### config.mk
export PLATFORM = sky130hd
export DESIGN_NAME = decode_ctrl_pipe
export DESIGN_NICKNAME = d
export VERILOG_FILES = /design/src/rtl/decode_ctrl_pipe.sv
export SDC_FILE = /design/constraint.sdc
export NUM_CORES = 1
export LEC_CHECK = 0
export ABC_AREA = 1
export BUFFER_PORTS_ARGS = -buffer_cell sky130_fd_sc_hd__buf_2
export CAP_MARGIN = 20
export CORE_MARGIN = 2
export CORE_UTILIZATION = 25
export CTS_CLUSTER_DIAMETER = 30
export CTS_CLUSTER_SIZE = 8
export DETAILED_ROUTE_END_ITERATION = 8
export PLACE_DENSITY_LB_ADDON = 0.15
export SLEW_MARGIN = 20
export SYNTH_ARGS = -nofsm -noshare
export SYNTH_HDL_FRONTEND = slang
export SYNTH_SLANG_ARGS = --single-unit
### constraint.sdc
create_clock -name clk -period 2.1 [get_ports clk]
set_clock_uncertainty 0.2 [all_clocks]
set_input_delay 0.525 -clock clk [delete_from_list [all_inputs] [get_ports clk]]
set_output_delay 0.525 -clock clk [all_outputs]
set_load 0.05 [all_outputs]
### src/rtl/decode_ctrl_pipe.sv
// -----------------------------------------------------------------------------
// decode_ctrl_pipe
//
// Decodes a MIPS instruction word in ID and registers the resulting control
// bundle into the EX stage one cycle later. A small HI/LO busy counter holds
// back MFHI/MFLO/MULT/MULTU while a multiply is still in flight.
//
// Optional feature: define GPIO_EN to reinterpret zero-shift SRL as a GPIO
// write strobe and zero-shift SRA as a GPIO read strobe. Without it those
// encodings are ordinary shifts and both GPIO strobes are tied low.
//
// Parameters
//   MULT_LAT  cycles HI/LO stay busy after MULT/MULTU enters EX (0..15,
//             0 disables the interlock)
//   SHAMT_W   width of shamt_EX
//
// Ports
//   clk, rst        rising-edge clock, synchronous active-high reset
//   instr_valid     instruction_ID holds a real instruction
//   instruction_ID  MIPS word: opcode [31:26], shamt [10:6], funct [5:0]
//   stall_in        downstream stall, EX registers hold
//   flush           squash the instruction being decoded
//   stall_FETCH     fetch/ID must hold the current instruction
//   valid_EX .. illegal_EX  registered EX control bundle
//
// Handshake: an ID instruction is consumed on a rising edge exactly when
// stall_FETCH is low (or when flush squashes it); while stall_FETCH is high
// the upstream stage must present the same instruction again.
// -----------------------------------------------------------------------------
module decode_ctrl_pipe #(
  parameter int MULT_LAT = 4,
  parameter int SHAMT_W  = 5
) (
  input  logic               clk,
  input  logic               rst,
  input  logic               instr_valid,
  input  logic [31:0]        instruction_ID,
  input  logic               stall_in,
  input  logic               flush,
  output logic               stall_FETCH,
  output logic               valid_EX,
  output logic [3:0]         alu_op,
  output logic [SHAMT_W-1:0] shamt_EX,
  output logic               enhilo_EX,
  output logic [1:0]         regsel_EX,
  output logic               regwrite_EX,
  output logic               rdrt_EX,
  output logic               memwrite_EX,
  output logic [1:0]         alu_src_EX,
  output logic               gpio_out_EX,
  output logic               gpio_in_EX,
  output logic               illegal_EX
);

  localparam logic [5:0] OP_RTYPE = 6'h00;
  localparam logic [5:0] OP_ADDI  = 6'h08;
  localparam logic [5:0] OP_ADDIU = 6'h09;
  localparam logic [5:0] OP_SLTI  = 6'h0A;
  localparam logic [5:0] OP_ANDI  = 6'h0C;
  localparam logic [5:0] OP_ORI   = 6'h0D;
  localparam logic [5:0] OP_XORI  = 6'h0E;
  localparam logic [5:0] OP_LUI   = 6'h0F;
  localparam logic [5:0] OP_LW    = 6'h23;
  localparam logic [5:0] OP_SW    = 6'h2B;

  localparam logic [5:0] F_SLL   = 6'h00;
  localparam logic [5:0] F_SRL   = 6'h02;
  localparam logic [5:0] F_SRA   = 6'h03;
  localparam logic [5:0] F_MFHI  = 6'h10;
  localparam logic [5:0] F_MFLO  = 6'h12;
  localparam logic [5:0] F_MULT  = 6'h18;
  localparam logic [5:0] F_MULTU = 6'h19;
  localparam logic [5:0] F_ADD   = 6'h20;
  localparam logic [5:0] F_ADDU  = 6'h21;
  localparam logic [5:0] F_SUB   = 6'h22;
  localparam logic [5:0] F_SUBU  = 6'h23;
  localparam logic [5:0] F_AND   = 6'h24;
  localparam logic [5:0] F_OR    = 6'h25;
  localparam logic [5:0] F_XOR   = 6'h26;
  localparam logic [5:0] F_NOR   = 6'h27;
  localparam logic [5:0] F_SLT   = 6'h2A;
  localparam logic [5:0] F_SLTU  = 6'h2B;

  localparam logic [3:0] BUSY_LOAD = 4'(MULT_LAT);

  typedef struct packed {
    logic               valid;
    logic [3:0]         alu_op;
    logic [SHAMT_W-1:0] shamt;
    logic               enhilo;
    logic [1:0]         regsel;
    logic               regwrite;
    logic               rdrt;
    logic               memwrite;
    logic [1:0]         alu_src;
    logic               gpio_out;
    logic               gpio_in;
    logic               illegal;
  } ex_bundle_t;

  logic [5:0] opcode;
  logic [5:0] funct;
  logic [4:0] shamt_id;
  logic       unused_fields;

  assign opcode        = instruction_ID[31:26];
  assign funct         = instruction_ID[5:0];
  assign shamt_id      = instruction_ID[10:6];
  assign unused_fields = ^instruction_ID[25:11];

  ex_bundle_t dec;
  ex_bundle_t ex_r;
  logic       dec_mult;
  logic       dec_hilo;
  logic [3:0] busy_cnt;
  logic       interlock;
  logic       load_ex;

  // ---------------------------------------------------------------------------
  // Instruction decode. Every field starts at zero so unused fields never
  // carry X; anything not matched falls through to an illegal bubble.
  // ---------------------------------------------------------------------------
  always_comb begin
    dec      = '0;
    dec_mult = 1'b0;
    dec_hilo = 1'b0;
    if (instruction_ID == 32'd0) begin
      // Canonical NOP: live slot that writes nothing.
      dec.valid = 1'b1;
    end else begin
      case (opcode)
        OP_RTYPE: begin
          dec.valid = 1'b1;
          case (funct)
            F_ADD, F_ADDU: begin dec.alu_op = 4'b0100; dec.regwrite = 1'b1; end
            F_SUB, F_SUBU: begin dec.alu_op = 4'b0101; dec.regwrite = 1'b1; end
            F_AND:         begin dec.alu_op = 4'b0000; dec.regwrite = 1'b1; end
            F_OR:          begin dec.alu_op = 4'b0001; dec.regwrite = 1'b1; end
            F_NOR:         begin dec.alu_op = 4'b0010; dec.regwrite = 1'b1; end
            F_XOR:         begin dec.alu_op = 4'b0011; dec.regwrite = 1'b1; end
            F_SLT:         begin dec.alu_op = 4'b1100; dec.regwrite = 1'b1; end
            F_SLTU:        begin dec.alu_op = 4'b1101; dec.regwrite = 1'b1; end
            F_SLL: begin
              dec.alu_op   = 4'b1000;
              dec.shamt    = SHAMT_W'(shamt_id);
              dec.regwrite = 1'b1;
            end
            F_SRL: begin
`ifdef GPIO_EN
              if (shamt_id == 5'd0) begin
                dec.gpio_out = 1'b1;
              end else begin
                dec.alu_op   = 4'b1001;
                dec.shamt    = SHAMT_W'(shamt_id);
                dec.regwrite = 1'b1;
              end
`else
              dec.alu_op   = 4'b1001;
              dec.shamt    = SHAMT_W'(shamt_id);
              dec.regwrite = 1'b1;
`endif
            end
            F_SRA: begin
`ifdef GPIO_EN
              if (shamt_id == 5'd0) begin
                dec.gpio_in  = 1'b1;
                dec.regwrite = 1'b1;
              end else begin
                dec.alu_op   = 4'b1010;
                dec.shamt    = SHAMT_W'(shamt_id);
                dec.regwrite = 1'b1;
              end
`else
              dec.alu_op   = 4'b1010;
              dec.shamt    = SHAMT_W'(shamt_id);
              dec.regwrite = 1'b1;
`endif
            end
            F_MULT: begin
              dec.alu_op = 4'b0110;
              dec.enhilo = 1'b1;
              dec_mult   = 1'b1;
              dec_hilo   = 1'b1;
            end
            F_MULTU: begin
              dec.alu_op = 4'b0111;
              dec.enhilo = 1'b1;
              dec_mult   = 1'b1;
              dec_hilo   = 1'b1;
            end
            F_MFHI: begin
              dec.regsel   = 2'd1;
              dec.regwrite = 1'b1;
              dec_hilo     = 1'b1;
            end
            F_MFLO: begin
              dec.regsel   = 2'd2;
              dec.regwrite = 1'b1;
              dec_hilo     = 1'b1;
            end
            default: begin
              dec.valid   = 1'b0;
              dec.illegal = 1'b1;
            end
          endcase
        end
        OP_ADDI, OP_ADDIU: begin
          dec.valid = 1'b1; dec.alu_op = 4'b0100; dec.regwrite = 1'b1;
          dec.rdrt  = 1'b1; dec.alu_src = 2'd1;
        end
        OP_SLTI: begin
          dec.valid = 1'b1; dec.alu_op = 4'b1100; dec.regwrite = 1'b1;
          dec.rdrt  = 1'b1; dec.alu_src = 2'd1;
        end
        OP_ANDI: begin
          dec.valid = 1'b1; dec.alu_op = 4'b0000; dec.regwrite = 1'b1;
          dec.rdrt  = 1'b1; dec.alu_src = 2'd2;
        end
        OP_ORI: begin
          dec.valid = 1'b1; dec.alu_op = 4'b0001; dec.regwrite = 1'b1;
          dec.rdrt  = 1'b1; dec.alu_src = 2'd2;
        end
        OP_XORI: begin
          dec.valid = 1'b1; dec.alu_op = 4'b0011; dec.regwrite = 1'b1;
          dec.rdrt  = 1'b1; dec.alu_src = 2'd2;
        end
        OP_LUI: begin
          // Implemented as immediate << 16 through the shifter.
          dec.valid = 1'b1; dec.alu_op = 4'b1000; dec.regwrite = 1'b1;
          dec.rdrt  = 1'b1; dec.alu_src = 2'd1;
          dec.shamt = SHAMT_W'(16);
        end
        OP_LW: begin
          dec.valid = 1'b1; dec.alu_op = 4'b0100; dec.regwrite = 1'b1;
          dec.rdrt  = 1'b1; dec.alu_src = 2'd1; dec.regsel = 2'd3;
        end
        OP_SW: begin
          dec.valid = 1'b1; dec.alu_op = 4'b0100; dec.rdrt = 1'b1;
          dec.alu_src = 2'd1; dec.memwrite = 1'b1;
        end
        default: begin
          dec.illegal = 1'b1;
        end
      endcase
    end
  end

  // Anything touching HI/LO waits until the previous multiply has drained.
  assign interlock   = instr_valid && dec_hilo && (busy_cnt != 4'd0);
  assign stall_FETCH = interlock || stall_in;

  // The decoded instruction is actually written into EX only on this path;
  // busy_cnt keys off the same condition so a flushed, interlocked or
  // stall-held MULT never (re)loads it.
  assign load_ex = !flush && !stall_in && !interlock && instr_valid;

  // ---------------------------------------------------------------------------
  // EX register. Priority: rst > flush > stall_in > interlock > load.
  // ---------------------------------------------------------------------------
  always_ff @(posedge clk) begin
    if (rst) begin
      ex_r <= '0;
    end else if (flush) begin
      ex_r <= '0;
    end else if (stall_in) begin
      // Hold the slot, but an illegal flag is a single-cycle event; the slot
      // is a bubble anyway, so dropping it loses nothing.
      ex_r.illegal <= 1'b0;
    end else if (interlock) begin
      ex_r <= '0;
    end else if (instr_valid) begin
      ex_r <= dec;
    end else begin
      ex_r <= '0;
    end
  end

  always_ff @(posedge clk) begin
    if (rst) begin
      busy_cnt <= 4'd0;
    end else if (load_ex && dec_mult) begin
      busy_cnt <= BUSY_LOAD;
    end else if (busy_cnt != 4'd0) begin
      busy_cnt <= busy_cnt - 4'd1;
    end
  end

  assign valid_EX    = ex_r.valid;
  assign alu_op      = ex_r.alu_op;
  assign shamt_EX    = ex_r.shamt;
  assign enhilo_EX   = ex_r.enhilo;
  assign regsel_EX   = ex_r.regsel;
  assign regwrite_EX = ex_r.regwrite;
  assign rdrt_EX     = ex_r.rdrt;
  assign memwrite_EX = ex_r.memwrite;
  assign alu_src_EX  = ex_r.alu_src;
  assign gpio_out_EX = ex_r.gpio_out;
  assign gpio_in_EX  = ex_r.gpio_in;
  assign illegal_EX  = ex_r.illegal;

endmodule

==> results.yml, run 1 <==
critical_path:
  r2r_setup_slack_ns: 0.45
  required_ns: 1.37
  cp_cell_sequence: "buf_2 > inv_2 > nor2_4 > nand3_2 > nand2_2 > nand2_2 > nand2_2 > buf_8"
  worst_path_most_repeated_cell: "nand2_2"
  cp_max_fo: 4
  slowest_stage: "buf_8"
  critPathKind: "in -> out"
  critPathBufInv: 3
  slowest_delay_ns: 0.15
  path_delay_family: "simple AND/OR/NAND/NOR gates"
  cp-end-kind: "output port"
  cp.arrival_ns: 1.32
  setup.worst_path.start_class: "primary input"
logic_synthesis:
  syn-instance-count: 245
  netlist_area_um2: 1574
  ys_seq_area_share_pct: 29.25
  yosysWarnings: 0
  synth_cell_type_count: 29
  avgSynthCellArea_um2: 6.425
  ys_ff_latch: 23
sta:
  post-route-period-util_pct: 97.25
  drv_slew: 0
  hold_viol: 0
  final.min_clock_period_ns: 2.042
  rsz0062_at_grt: "true"
  setup_viol: 0
  fin_tns_setup_ns: 0
  max_freq_mhz: 489.6
place:
  port-buffer-count: 56
  place_congestion: 0.8200
  place_area_um2: 2110
  placed_cells: 396
  dp_hpwl_um: 3516
hold_path:
  hold_path.class: "reg -> reg"
clock_tree:
  cts_hold_buf: 0
  path_clk_slew_ns: 0.09
  cts_tree: "built"
  clock_latency_ns: 0.26
  cts_root_buf: "clkbuf_8"
  clk_path_buf_depth: 2
  htree_levels: 1
  cts.sink_count: 23
  numCtsBuffers: 3
route:
  via_count: 1727
  antenna_left: 0
  vias_per_cell: 4.275
  wl_per_cell_um: 10.46
  drt_iter0_markers: 34
  wirelength_um: 4227
  firstDrtPassIters: 4
  drc: 0
floorplan:
  die_area_um2: 6946
  core_um2: 5991
  die_y_um: 83.35
  top_level_ports: 59
  die_w_um: 83.35
  core.rowCount: 28
  initial_core_util_pct: 26.27
grt:
  grt_pass1_vias: 1687
  grt_pass1_wl_um: 7507
  antenna_found_initial: 0
  grt_use_total_pct: 12.91
  grt_overflow: 0
  grt_max_degree: 14
cells_and_area:
  num_antenna_cells: 0
  drive_gt1_share_pct: 39.51
  final_net_count: 368
  syn2layout_area_growth_pct: 43.00
  instances_no_fill: 404
  fin_area_um2: 2251
  final_util_pct: 37.57
power_and_ir_drop:
  power.density_nw_per_um2: 541.1
  totalPowerFinal_mw: 1.218
  max-vdd-ir-drop_mv: 0.2493
  leakage_nw: 1.122
flow_run:
  cap_viol_max_count: 0
outcome:
  status: "finished clean"
==> cells in the final DEF, fill, tap and decap left out, types with 2 or more instances in the layout <==
cell      instances
nor2_2            4
nand2_1          67
nand3_4           2
dfxtp_2           2
o21ai_0           6
nand4_1           3
conb_1            2
nand3_1          25
nand2_4           2
dfxtp_1          21
inv_2             5
nand2_2           5
a21oi_1           5
nand3_2           2
buf_2            55
o21ai_2           8
nor2_1           40
inv_1            19
o21ai_1           3
buf_4            26
nor2_4            9
nor3_1            2
clkbuf_8          3
==> state kept, by name, indices dropped and copies added, names as in the netlist <==
signal and cells:
valid_EX 1, shamt_EX 5, alu_src_EX 2, memwrite_EX 1, alu_op 4, rdrt_EX 1
busy_cnt 4, regwrite_EX 1, illegal_EX 1, enhilo_EX 1, regsel_EX 2
==> synthesized netlist by cell type <==
cell      count  area share [%]
nor2_8        1             1.3
nor2_4        5             3.6
o21ai_0       6             1.9
xnor2_1       1            0.56
o21ai_1       3            0.95
a31oi_1       1            0.40
nor2_1       43              10
nor2_2        5             2.0
inv_1        22             5.2
a21boi_0      1            0.48
o31ai_1       1            0.48
xor2_1        1            0.56
nor3_1        2            0.64
nand3_1      25             7.9
o21ai_2       8             4.5
nand2_4       1            0.72
nand4_1       3             1.2
nand3_4       2             2.2
nand2_2       3             1.2
nand3_2       2             1.3
clkinv_1      1            0.24
inv_2         3            0.72
nand2_8       1             1.3
conb_1        1            0.24
nand2_1      70              17
dfxtp_1      23              29
a21oi_1       5             1.6
ha_1          1            0.79
buf_4         4             1.9
==> worst min-delay path, cell delays in order, from the launching register on <==
cell and delay, ns:
dfxtp_1 0.31, nand2_1 0.06, nand2_1 0.04
==> stage by stage <==
step	hold WS [ns]	setup slack, ns
finish	0.2511	0.05766
global route	0.2805	-0.02025
CTS	0.2563	0.01074
detailed placement	0.2421	-0.1000
global placement	0.2360	-0.08904
floorplan	0.2939	0.08251
==> power by group <==
part,internal [mW],switching [mW],leakage (nW),total [mW]
Clock,0.133,0.150,0.0255,0.283
Combinational,0.210,0.239,0.910,0.450
Sequential,0.467,0.0183,0.187,0.486
Total,0.810,0.408,1.12,1.22
==> routing by layer <==
| layer | wire [µm] | track usage, % | up-vias |
|---|---|---|---|
| met2 | 1957 | 22.21 | 44 |
| met5 | 0 | 0 | - |
| li1 | - | - | 938 |
| met3 | 198 | 2.883 | 2 |
| met4 | 35 | 2.235 | 0 |
| met1 | 2036 | 16.70 | 743 |
==> kinds of logic after synthesis <==
logic type                 after synthesis  share of synthesized area, %
other                                    1                        0.2382
DFF                                     23                         29.25
AOI/OAI and AO/OA                       25                         10.25
xor gates and xnor gates                 2                         1.113
and+or+nand+nor                        163                         50.24
adders and majority gates                1                        0.7948
buffers and inverters                   30                         8.108
==> final cells by class <==
cell class              instances  area, µm²
clock inverters                 1      5.005
well taps                      75      93.84
repair buffers                 83      505.5
clock buffers                   3      41.29
flip-flops and latches         23      462.9
multi-input cells             193       1042
inverters                      26      100.1
fillers                       665       3740
==> path summary, 6_finish.rpt <==
check / depth (start not counted) / to / start
setup / recovery: 8 / stall_FETCH / instruction_ID[3]
hold / removal: 2 / alu_src_EX[1]$_SDFFE_PP0N_ / alu_src_EX[1]$_SDFFE_PP0N_
setup reg to reg: 10 / alu_op[1]$_SDFFE_PP0N_ / busy_cnt[3]$_SDFFE_PP0P_
hold reg to reg: 2 / alu_src_EX[1]$_SDFFE_PP0N_ / alu_src_EX[1]$_SDFFE_PP0N_
==> what timing repair did <==
item	CTS	global route
pin swaps	5	8
resized for setup	12	9
buffers inserted	0	4
setup endpoints to repair	1	1
Note: power is estimated with default switching activity, not from simulation.
==> inputs of run 2 (changes only) <==
--- a/config.mk
+++ b/config.mk
@@ -6,5 +6,5 @@
 export NUM_CORES = 1
 export LEC_CHECK = 0
-export ABC_AREA = 1
+export ABC_AREA = 0
 export BUFFER_PORTS_ARGS = -buffer_cell sky130_fd_sc_hd__buf_2
 export CAP_MARGIN = 20
==> constraint.sdc (replaced) <==
create_clock -name clk -period 2.1 [get_ports clk]
set_clock_uncertainty 0.2 [all_clocks]
set_input_delay 0.525 -clock clk [delete_from_list [all_inputs] [get_ports clk]]
set_output_delay 0.525 -clock clk [all_outputs]
set_load 0.02 [all_outputs]
==> results.yml, run 2 <==
floorplan:
  initial_core_util_pct: 25.84
  core_um2: 5507
  die_w_um: 79.44
  top_level_ports: 59
  die_area_um2: 6310
  die_y_um: 79.44
  core.rowCount: 27
logic_synthesis:
  yosys.area.top_type: "dfxtp_1"
  synth_cell_type_count: 53
  ys_top_cells_by_area: "dfxtp_1 32%, a32o_1 5.6%, a22o_1 4.3%"
  ys_ff_latch: 23
  avgSynthCellArea_um2: 8.271
  ys_seq_area_share_pct: 32.37
  netlist_area_um2: 1423
  synth_ff_type: "dfxtp_1"
  yosysMostFrequentCell: "dfxtp_1"
  netlist_top_cells_count: "23 x dfxtp_1, 16 x nor2_1, 10 x nand2_1"
  synth-edff-count: 0
  syn-instance-count: 172
  yosysWarnings: 0
  yosysTopAreaCellShare_pct: 32.37
  async_flop_share_pct: 0
critical_path:
  reg2reg_depth: 7
  path_depth: 6
  cp.arrival_ns: 1.56
  critPathKind: "in -> out"
  cp_cell_sequence: "buf_2 > buf_6 > or3b_4 > nor2_4 > a31o_4 > buf_6"
  path_delay_family: "simple AND/OR/NAND/NOR gates"
  slowest_stage: "or3b_4"
  cp_max_fo: 10
  cp-end-kind: "output port"
  r2r_setup_slack_ns: 0.09
  required_ns: 1.37
  setup.worst_path.start_class: "primary input"
  critPathBufInv: 3
  worst_path_most_repeated_cell: "buf_6"
  slowest_delay_ns: 0.41
sta:
  final.min_clock_period_ns: 2.289
  drv_slew: 0
  post-route-period-util_pct: 109.0
  max_freq_mhz: 436.8
  rsz0062_at_grt: "true"
  hold_viol: 0
  whs_ns: 0.2583
  setup_viol: 11
  worst_slack_ns: -0.1892
grt:
  gr-max-usage-layer: "met2"
  grt_pass1_vias: 1627
  grt_overflow: 0
  grt_use_total_pct: 15.34
  met3_usage_pct: 3.394
  grt_pass1_wl_um: 7728
  grt_util_met1_pct: 20.97
  grt.met2_usage_pct: 25.55
  antenna_found_initial: 0
  grt_max_degree: 19
route:
  drc: 0
  drt_iter0_markers: 53
  via_count: 1676
  vias_per_cell: 4.858
  wirelength_um: 4604
  wl_per_cell_um: 13.34
  firstDrtPassIters: 4
  antenna_left: 0
clock_tree:
  clock_latency_ns: 0.27
  cts.sink_count: 23
  numCtsBuffers: 3
  cts_root_buf: "clkbuf_8"
  htree_levels: 1
  clk_path_buf_depth: 2
  path_clk_slew_ns: 0.09
  cts_tree: "built"
hold_path:
  holdPathStages: 1
  hold_path.class: "reg -> reg"
cells_and_area:
  final_common_cell: "buf_2"
  syn2layout_area_growth_pct: 63.06
  fillers: 576
  instances_no_fill: 345
  final_cell_mix: "53 x buf_2, 46 x buf_4, 21 x dfxtp_1, 13 x nor2_1, 9 x nand2_1"
  largest_reg_flops: 5
  final_util_pct: 42.13
  num_antenna_cells: 0
  drive_gt1_share_pct: 48.72
  final_net_count: 312
power_and_ir_drop:
  power.density_nw_per_um2: 550.8
  totalPowerFinal_mw: 1.278
  leakage_nw: 1.049
  max-vdd-ir-drop_mv: 0.2808
place:
  placed_cells: 336
  port-buffer-count: 56
  dp_hpwl_um: 3638
  place_congestion: 0.8161
outcome:
  failed_checks: "setup timing"
  status: "finished, violations left"
flow_run:
  cap_viol_max_count: 0
## run 2: what timing repair did
item / in CTS / in global routing
resized for setup: 20 / 8
setup endpoints to repair: 19 / 18
cloned: 0 / 0
pin swaps: 17 / 12
hold buffers: 0 / 0
setup buffers: 7 / 1
endpoints found under the hold margin: 0 / 0
## run 2: worst paths after layout
check | startpoint | end
min | rdrt_EX$_SDFFE_PP0N_ | rdrt_EX$_SDFFE_PP0N_
max | instruction_ID[2] | stall_FETCH
min reg2reg | rdrt_EX$_SDFFE_PP0N_ | rdrt_EX$_SDFFE_PP0N_
max reg2reg | busy_cnt[0]$_SDFFE_PP0P_ | valid_EX$_SDFFE_PP0N_
## run 2: cell families (layout without fill, tap and decap cells)
logic type	after synthesis	after routing	synth area share, %
adders and majority gates	1	1	0.8794
buffers and inverters	18	118	5.893
DFF	23	23	32.37
and+or+nand+nor	69	69	26.91
xor gates and xnor gates	3	3	1.847
AOI/OAI and AO/OA	56	56	31.14
other	1	2	0.2636
muxes	1	1	0.7036
## run 2: power breakdown
| part | switching [mW] | leakage [nW] | internal (mW) | total [mW] |
|---|---|---|---|---|
| combinational | 0.215 | 0.837 | 0.284 | 0.499 |
| clock | 0.152 | 0.0255 | 0.133 | 0.284 |
| sequential | 0.0263 | 0.187 | 0.468 | 0.494 |
## run 2: routing by layer
layer / share of wire (%) / vias to the layer above
met5: 0 / -
met2: 46 / 49
met3: 4.8 / 2
met1: 48 / 770
met4: 0.41 / 0
li1: - / 855
## run 2: cell type report
cell class	instances	area (µm²)	share of cell area [%]
clock buffers	3	41.29	1.780
multi-input cells	132	993.5	42.83
well taps	72	90.09	3.884
inverters	7	26.28	1.133
repair buffers	107	700.7	30.21
flip-flops and latches	23	462.9	19.96
clock inverters	1	5.005	0.2158
## run 2: per-stage QoR
| stage | setup TNS [ns] | instance area (µm²) | setup slack (ns) |
|---|---|---|---|
| after floorplan | -2.130 | 1479 | -0.1916 |
| after global placement | -6.924 | 2126 | -0.3484 |
| after detailed placement | -7.351 | 2126 | -0.3807 |
| after CTS | -0.7432 | 2288 | -0.2113 |
| after global routing | -1.584 | 2320 | -0.2917 |
| final | -0.8885 | 2320 | -0.1892 |
